### src/rtl/audio_mix_pkg.sv
// Shared types and helpers for the audio effect mixer: FSM state encoding,
// source-index width derivation and the dry source index.
package audio_mix_pkg;

  typedef enum logic [1:0] {
    IDLE   = 2'd0,
    CALC_L = 2'd1,
    CALC_R = 2'd2,
    OUT    = 2'd3
  } mix_state_t;

  localparam int SRC_DRY = 0;

  // Source index covers dry plus every effect input.
  function automatic int src_width(input int n_fx);
    return (n_fx < 1) ? 1 : $clog2(n_fx + 1);
  endfunction

endpackage

### src/rtl/audio_mix_sel_sync.sv
// Two-flop synchroniser for the raw effect-select switches, with an optional
// stability filter enabled by AUDIO_MIX_DEBOUNCE_EN.
module audio_mix_sel_sync #(
  parameter int N               = 3,
  parameter int DEBOUNCE_CYCLES = 1000000
) (
  input  logic         CLOCK_50,
  input  logic         rst,
  input  logic [N-1:0] sel,
  output logic [N-1:0] sel_stable
);

  logic [N-1:0] sync1, sync2;

  always_ff @(posedge CLOCK_50 or negedge rst) begin
    if (!rst) begin
      sync1 <= '0;
      sync2 <= '0;
    end else begin
      sync1 <= sel;
      sync2 <= sync1;
    end
  end

`ifdef AUDIO_MIX_DEBOUNCE_EN
  logic [N-1:0] cand;
  logic [19:0]  deb_cnt;

  // Down-counter reloads on every change; the candidate is promoted only at terminal count.
  always_ff @(posedge CLOCK_50 or negedge rst) begin
    if (!rst) begin
      cand       <= '0;
      deb_cnt    <= '0;
      sel_stable <= '0;
    end else begin
      cand <= sync2;
      if (sync2 != cand)
        deb_cnt <= 20'(DEBOUNCE_CYCLES - 1);
      else if (deb_cnt != 20'd0)
        deb_cnt <= deb_cnt - 20'd1;
      else
        sel_stable <= cand;
    end
  end
`else
  assign sel_stable = sync2;
`endif

endmodule

### src/rtl/audio_effect_mixer.sv
// Stereo dry/effect selector with linear crossfade on source change.
// Optional select debounce: AUDIO_MIX_DEBOUNCE_EN.
//
// state  | meaning
// IDLE   | wait for sample_valid, capture old/new samples, maybe start fade
// CALC_L | mix left channel through the shared multiply-add
// CALC_R | mix right channel, register mix_out, pulse out_valid
// OUT    | advance fade counter, end fade on last step
module audio_effect_mixer
  import audio_mix_pkg::*;
#(
  parameter int W               = 16,
  parameter int N_FX            = 3,
  parameter int FADE_LOG2       = 4,
  parameter int DEBOUNCE_CYCLES = 1000000,
  localparam int SRC_W          = src_width(N_FX)
) (
  input  logic                  CLOCK_50,
  input  logic                  rst,
  input  logic [N_FX-1:0]       sel,
  input  logic                  sample_valid,
  input  logic [2*W-1:0]        dry_in,
  input  logic [N_FX*2*W-1:0]   fx_in,
  output logic [2*W-1:0]        mix_out,
  output logic                  out_valid,
  output logic [SRC_W-1:0]      active_src,
  output logic                  fading,
  output logic                  overrun
);

  localparam int F  = 1 << FADE_LOG2;
  localparam int GW = FADE_LOG2 + 1;
  localparam int PW = W + FADE_LOG2 + 2;

  mix_state_t           state;
  logic [N_FX-1:0]      sel_stable;
  logic [SRC_W-1:0]     req_src, cur_src, old_src;
  logic [FADE_LOG2-1:0] fade_cnt;
  logic [2*W-1:0]       old_smp, new_smp;
  logic signed [W-1:0]  res_l, mix_y, ch_old, ch_new;
  logic [GW-1:0]        g_new, g_old;
  logic signed [PW-1:0] acc;

  audio_mix_sel_sync #(
    .N               (N_FX),
    .DEBOUNCE_CYCLES (DEBOUNCE_CYCLES)
  ) u_sel_sync (
    .CLOCK_50   (CLOCK_50),
    .rst        (rst),
    .sel        (sel),
    .sel_stable (sel_stable)
  );

  function automatic logic [2*W-1:0] pick_src(input logic [SRC_W-1:0] s,
                                              input logic [2*W-1:0] dry,
                                              input logic [N_FX*2*W-1:0] fx);
    pick_src = dry;
    for (int k = 0; k < N_FX; k++)
      if (s == SRC_W'(k + 1)) pick_src = fx[k*2*W +: 2*W];
  endfunction

  // Only a one-hot select picks an effect; anything else falls back to dry.
  always_comb begin
    req_src = SRC_W'(SRC_DRY);
    if (sel_stable != '0 && (sel_stable & (sel_stable - 1'b1)) == '0)
      for (int k = 0; k < N_FX; k++)
        if (sel_stable[k]) req_src = SRC_W'(k + 1);
  end

  always_comb begin
    g_new  = fading ? (GW'(fade_cnt) + 1'b1) : GW'(F);
    g_old  = GW'(F) - g_new;
    ch_old = (state == CALC_L) ? old_smp[2*W-1:W] : old_smp[W-1:0];
    ch_new = (state == CALC_L) ? new_smp[2*W-1:W] : new_smp[W-1:0];
    acc    = PW'(ch_old) * PW'($signed({1'b0, g_old}))
           + PW'(ch_new) * PW'($signed({1'b0, g_new}));
    mix_y  = W'(acc >>> FADE_LOG2);
  end

  assign active_src = cur_src;

  always_ff @(posedge CLOCK_50 or negedge rst) begin
    if (!rst) begin
      state     <= IDLE;
      cur_src   <= SRC_W'(SRC_DRY);
      old_src   <= SRC_W'(SRC_DRY);
      fade_cnt  <= '0;
      fading    <= 1'b0;
      old_smp   <= '0;
      new_smp   <= '0;
      res_l     <= '0;
      mix_out   <= '0;
      out_valid <= 1'b0;
      overrun   <= 1'b0;
    end else begin
      out_valid <= 1'b0;
      if (sample_valid && state != IDLE) overrun <= 1'b1;
      case (state)
        IDLE: begin
          if (sample_valid) begin
            // The capturing sample is already the first step of a new fade.
            if (!fading && req_src != cur_src) begin
              old_src  <= cur_src;
              cur_src  <= req_src;
              fade_cnt <= '0;
              fading   <= 1'b1;
              old_smp  <= pick_src(cur_src, dry_in, fx_in);
              new_smp  <= pick_src(req_src, dry_in, fx_in);
            end else begin
              old_smp  <= pick_src(old_src, dry_in, fx_in);
              new_smp  <= pick_src(cur_src, dry_in, fx_in);
            end
            state <= CALC_L;
          end
        end
        CALC_L: begin
          res_l <= mix_y;
          state <= CALC_R;
        end
        CALC_R: begin
          mix_out   <= {res_l, mix_y};
          out_valid <= 1'b1;
          state     <= OUT;
        end
        OUT: begin
          if (fading) begin
            if (fade_cnt == FADE_LOG2'(F - 1)) begin
              fading   <= 1'b0;
              fade_cnt <= '0;
            end else begin
              fade_cnt <= fade_cnt + 1'b1;
            end
          end
          state <= IDLE;
        end
        default: state <= IDLE;
      endcase
    end
  end

endmodule
### config.mk
export PLATFORM = sky130hd
export DESIGN_NAME = audio_effect_mixer
export DESIGN_NICKNAME = d
export VERILOG_FILES = /design/src/rtl/audio_mix_pkg.sv /design/src/rtl/audio_mix_sel_sync.sv /design/src/rtl/audio_effect_mixer.sv
export SDC_FILE = /design/constraint.sdc
export NUM_CORES = 1
export LEC_CHECK = 0
export ABC_CLOCK_PERIOD_IN_PS = 7700
export CORE_MARGIN = 10
export CORE_UTILIZATION = 35
export CTS_BUF_LIST = sky130_fd_sc_hd__clkbuf_8 sky130_fd_sc_hd__clkbuf_16
export CTS_CLUSTER_SIZE = 25
export DETAILED_ROUTE_END_ITERATION = 10
export PLACE_DENSITY = 0.52
export REMOVE_ABC_BUFFERS = 1
export SLEW_MARGIN = 10
export SYNTH_ARGS = -nofsm -noshare
export SYNTH_HDL_FRONTEND = slang
export SYNTH_SLANG_ARGS = --single-unit
### constraint.sdc
create_clock -name CLOCK_50 -period 7.7 [get_ports CLOCK_50]
set_input_delay 1.54 -clock CLOCK_50 [delete_from_list [all_inputs] [get_ports CLOCK_50]]
set_output_delay 1.54 -clock CLOCK_50 [all_outputs]
set_load 0.03 [all_outputs]
* Word-level counts from Yosys, hierarchy flattened
Cells that the tools add are included.
** Storage, ports and cells
- Register bits after elaboration :: 131
- Input port bits :: 134
** Operators by class
- Reductions and logical operators :: 13
- Equal/unequal tests :: 17
- Mux-type cells :: 31
- Add/sub/neg operators :: 5
- Bitwise logic cells :: 1
- Multiply operators :: 2
** Operators with widths (count)
- $mux 32 :: 11
- $mul 16x6->20 :: 2
- $mux 16 :: 2
- $add 20x20->20 :: 1
- $eq 2x2->1 const B :: 8
- $mux 4 :: 4
- $eq 2x1->1 const B :: 4
- $mux 2 :: 4
- $pmux 2 s4 :: 1
- $pmux 4 s2 :: 1
- $mux 1 :: 6
- $ne 2x2->1 const B :: 3
- $reduce_and 3->1 :: 2
- $add 4x1->5 const B :: 1
- $mux 5 :: 1
- $sub 5x5->5 const A :: 1
- $add 4x1->4 const B :: 1
- $eq 4x4->1 const B :: 1
- $reduce_and 4->1 :: 1
- $reduce_bool 2->1 :: 2
- $and 3x3->3 :: 1
- $logic_and 1x1->1 :: 3
- $logic_not 3->1 :: 1
- $reduce_bool 3->1 :: 1
- other kinds (6) :: 6

* Longest topological paths before layout
- Word-level depth :: 10
- Depth in mapped cells :: 26

* Cells and area by module
Synthesis repeated with hierarchy kept, for this count alone.
** Second synthesis, totals
- Cell total of the unflattened synthesis :: 1468
- Area, all modules :: 14248.7 um^2
** Modules (own cells, without submodules)
- audio_effect_mixer :: cells an instance 1462, seq. area each 3128.0 um^2, times used 1, area an instance 14098.5 um^2
- audio_mix_sel_sync :: cells an instance 6, seq. area each 150.1 um^2, times used 1, area an instance 150.1 um^2

* Worst setup path after synthesis
No wires, ideal clock.
- Path type :: reg-to-reg
- Start :: reg fading
- End :: reg res_l[14]
- Stages on the path, launching flop included :: 27
- Setup slack :: 1425 ps
- Setup time :: 95 ps
- Arrival time :: 6180 ps
- Clock period less this slack :: 6275 ps
- Required time :: 7605 ps
- Buffers on the path :: 2
- Path through :: dfrtp_1 > inv_2 > nor2_1 > inv_2 > clkbuf_1 > ha_1 > nand3_1 > o22a_1 > clkbuf_1 > nor2_1 > ha_1 > inv_1 > fa_1 > inv_1 > fa_1 > fa_1 > inv_1 > fa_1 > inv_1 > ha_1 > a21oi_1 > o21a_1 > nor3b_1 > a21oi_4 > o211a_1 > o21a_1 > o31ai_1
** Between the ends
- Cells in the longest elaborated chain, start to end :: 4
- Elaborated cells between the ends (all ways) :: 5
** Ends and longest elaborated chain
- start: declaration :: RTL line audio_effect_mixer.sv:27 : output logic fading,
- start signal: assignment :: RTL line audio_effect_mixer.sv:88 : fading <= 1'b0;
- start signal: assignment :: RTL line audio_effect_mixer.sv:106 : fading <= 1'b1;
- start signal: assignment :: RTL line audio_effect_mixer.sv:128 : fading <= 1'b0;
- $mux 5 * :: RTL line audio_effect_mixer.sv:71 : g_new = fading ? (GW'(fade_cnt) + 1'b1) : GW'(F);
- $sub 5x5->5 :: RTL line audio_effect_mixer.sv:72 : g_old = GW'(F) - g_new;
- $mul 16x6->20 :: RTL line audio_effect_mixer.sv:75 : acc = PW'(ch_old) * PW'($signed({1'b0, g_old}))
- $add 20x20->20 * :: RTL line audio_effect_mixer.sv:76 : + PW'(ch_new) * PW'($signed({1'b0, g_new}));
- end signal: assignment :: RTL line audio_effect_mixer.sv:117 : res_l <= mix_y;
- end: declaration :: RTL line audio_effect_mixer.sv:40 : logic signed [W-1:0] res_l, mix_y, ch_old, ch_new;
Every way passes the cells marked *; elsewhere a longest branch is shown, timed or not.
A chain may end at the register's enable or synchronous reset.

* Worst setup path after layout
Ends and elaborated chain as after synthesis.

==> impl_metrics.toml <==
[layout]
fill_cells = 3946
drive_above_1_share_pct = 13.8
design_area_sq_mm = 0.0169
syn_to_final_growth_pct = 19.6
final_nets = 1885

[floorplanning]
dieArea_sq_mm = 0.0489
io_pins = 171
die_h_um = 221
die_w_um = 221
start_util_pct = 35.6
placementRows = 73
core_area_sq_mm = 0.0398

[placement]
place_congestion = 0.852
portBuffers = 170
dp_hpwl_um = 30800
pre_cts_slack_ns = 0.842
place_area_sq_mm = 0.0163

[routing]
drt_first_iter_violations = 753
drt-total-wl_um = 39400
dr.pass1.iters = 5
vias = 10800
via_per_inst = 5.15
drc = 0
postRouteAntennaNets = 0
wl_per_cell_um = 18.7

[grt]
grt_pass1_wl_um = 64300
grt_pass1_vias = 11200
antenna_found_initial = 4
track_usage_pct = 16.3
grt_max_degree = 101
gr-total-overflow = 0

[timing]
slew_violations = 0
fin_crit_ns = 6.88
relSlewSlack_pct = 33.7
finClkSkew_ns = 0.0146
max_freq_ghz = 0.145
max_slew.worst_pin.slew_ns = 0.995
final_hold_viol_count = 0
finalSetupViolCount = 0
fin_ws_ns = 0.821
tns_ns = 0
final.period_utilization_pct = 89.3
rsz0062_at_grt = "no"

[min_path]
whs_endpoint = "u_sel_sync.sel_stable[0]"
hold_path_depth = 0
holdCritPathClass = "flip-flop to flip-flop"
min_from = "u_sel_sync.sync1[0]"

[cts]
cts_max_level = 4
cts_root_buffer = "clkbuf_16"
clock_path_buffers = 2
cts.sinks = 131
cts_tree = "yes"
numCtsBuffers = 17
clkTransAtPathRegs_ns = 0.06
clkLatencyLatePin_ns = 0.44
post-cts-setup-buffer-count = 0
cts_hold_buf = 0
postCtsResizedCells = 0

[synthesis]
yosysWarnings = 0
postSynth.topFlopCell = "dfrtp_1"
ys_seq_area_share_pct = 23.2
netlist_top_cells_count = "201 x inv_1, 140 x nand2_1, 133 x nor2_1, 131 x dfrtp_1, 122 x fa_1"
synth-async-reset-ratio_pct = 100
synth_area_leaders = "dfrtp_1 23%, fa_1 17%, mux4_2 10%"
synth_cells = 1444
yosysTopAreaCellShare_pct = 23.2
synth.distinct_cells = 68
synth_area_leader_cell = "dfrtp_1"
synth_edf_count = 0
synth_seq_cells = 131
yosysMostFrequentCell = "inv_1"
syn_area_sq_mm = 0.0142
syn_avg_cell_area_sq_um = 9.80

[worst_setup_path]
crit_chain = "and2_1 -> inv_1 -> ha_1 -> nand3_1 -> o22a_1 -> nor2_1 -> ha_1 -> inv_1 -> fa_1 -> inv_1 -> fa_1 -> fa_1 -> inv_1 -> fa_1 -> inv_1 -> ha_1 -> a21oi_1 -> o21a_1 -> nor3b_1 -> a21oi_4 -> o211a_1 -> o21a_1 -> o31ai_1"
worstRegToRegCells = 23
critPathMaxStageDelay_ns = 0.69
cp_slowest_cell = "dfrtp_1"
cp_common_cell = "inv_1"
worst-path-max-fanout = 16
ff2ff_setup_slack_ns = 0.82
end_kind = "flip-flop"
worstPathArrival_ns = 7.22
critical_path_class = "flip-flop to flip-flop"
timing.rr.start = "fading"
cp-start-kind = "flip-flop"
path_buf_inv = 5
crit_required_ns = 8.04
r2r_end = "res_l[14]"
path_delay_family = "adder cells"

[outcome]
status = "finished, final reports clean"

[run]
maxCapViolCount = 0
-- final cells by class --
| cell class | instances | area [sq um] | share of cell area, % |
|---|---|---|---|
| Tap cell | 525 | 657 | 3.88 |
| Sequential cell | 131 | 3280 | 19.4 |
| Clock buffer | 17 | 425 | 2.51 |
| Multi-Input combinational cell | 1018 | 9750 | 57.5 |
| Timing Repair Buffer | 193 | 1880 | 11.1 |
| Clock inverter | 15 | 183 | 1.08 |
| Antenna cell | 2 | 5.00 | 0.0296 |
| Inverter | 203 | 762 | 4.50 |
-- flip-flops by register name (all words and copies together) (netlist names) --
signal                 cells
mix_out                   32
new_smp                   32
old_smp                   32
res_l                     16
fade_cnt                   4
u_sel_sync.sel_stable      3
u_sel_sync.sync1           3
active_src                 2
old_src                    2
state                      2
fading                     1
out_valid                  1
overrun                    1
-- cell usage in the layout (no fill, tap or decap), types with 10 or more instances in the layout --
master | synthesis | final
a211oi_1 | 44 | 44
a211oi_2 | 10 | 10
a21o_1 | 22 | 22
a21oi_1 | 43 | 43
a221oi_1 | 13 | 13
buf_4 | 4 | 23
clkbuf_16 | 0 | 17
clkdlybuf4s50_1 | 0 | 169
dfrtp_1 | 131 | 128
fa_1 | 122 | 122
ha_1 | 65 | 64
inv_1 | 201 | 202
mux2_2 | 65 | 65
mux2i_1 | 82 | 82
mux4_2 | 64 | 64
nand2_1 | 140 | 139
nor2_1 | 133 | 132
o21a_1 | 17 | 17
o21ai_0 | 44 | 44
o21ai_1 | 29 | 29
o22ai_1 | 13 | 13
o31ai_1 | 10 | 10
xnor2_1 | 20 | 20
-- through the flow --
step / hold slack (ns) / util, % / std cells
after floorplan: 0.331 / - / 1352
after global placement: 0.333 / 41.0 / 2070
after detailed placement: 0.336 / 41.0 / 2070
after CTS: 0.349 / 42.5 / 2102
after global routing: 0.351 / 42.5 / 2104
final: 0.347 / 42.5 / 2104
-- worst reg2reg max path: stages, from the launching register on --
cell and delay, ns:
dfrtp_1 0.69, and2_1 0.45, inv_1 0.25, ha_1 0.30, nand3_1 0.10, o22a_1 0.52
nor2_1 0.13, ha_1 0.30, inv_1 0.05, fa_1 0.49, inv_1 0.05, fa_1 0.50
fa_1 0.50, inv_1 0.05, fa_1 0.47, inv_1 0.04, ha_1 0.32, a21oi_1 0.21
o21a_1 0.18, nor3b_1 0.38, a21oi_4 0.14, o211a_1 0.26, o21a_1 0.19, o31ai_1 0.23
-- worst max path at each step --
stage | endpoint | slack [ns] | cells past startpoint | startpoint
2_1_floorplan | res_l[14] | 0.28 | 20 | state[1]
4_1_cts | res_l[14] | 0.79 | 23 | fading
3_5_place_dp | res_l[14] | 0.84 | 23 | fading
3_3_place_gp | res_l[15] | 1.01 | 23 | fading
5_1_grt | res_l[15] | 0.18 | 23 | fading
6_report | res_l[14] | 0.82 | 23 | fading
-- logic make-up (layout without fill, tap and decap cells) --
kind of cell    after synthesis  after routing  share of synthesized area, %
mux                         211            211                          21.1
simple gates                324            324                          9.62
buf+inv                     295            428                          8.25
flops                       131            131                          23.2
fa+ha+maj                   188            188                          23.1
other cells                   0              2                             0
compound gates              267            267                          12.8
xor+xnor                     28             28                          1.94
-- routing by layer --
layer,up-vias,routed length [um],global-route usage [%]
li1,5184,-,-
met1,5369,19400,23.0
met2,246,17700,24.9
met3,31,1930,3.23
met4,2,440,4.18
met5,-,13,0
Power is left out: the tool's default activity adds up to more than one toggle a clock period on the data nets, which glitch-free logic cannot reach.
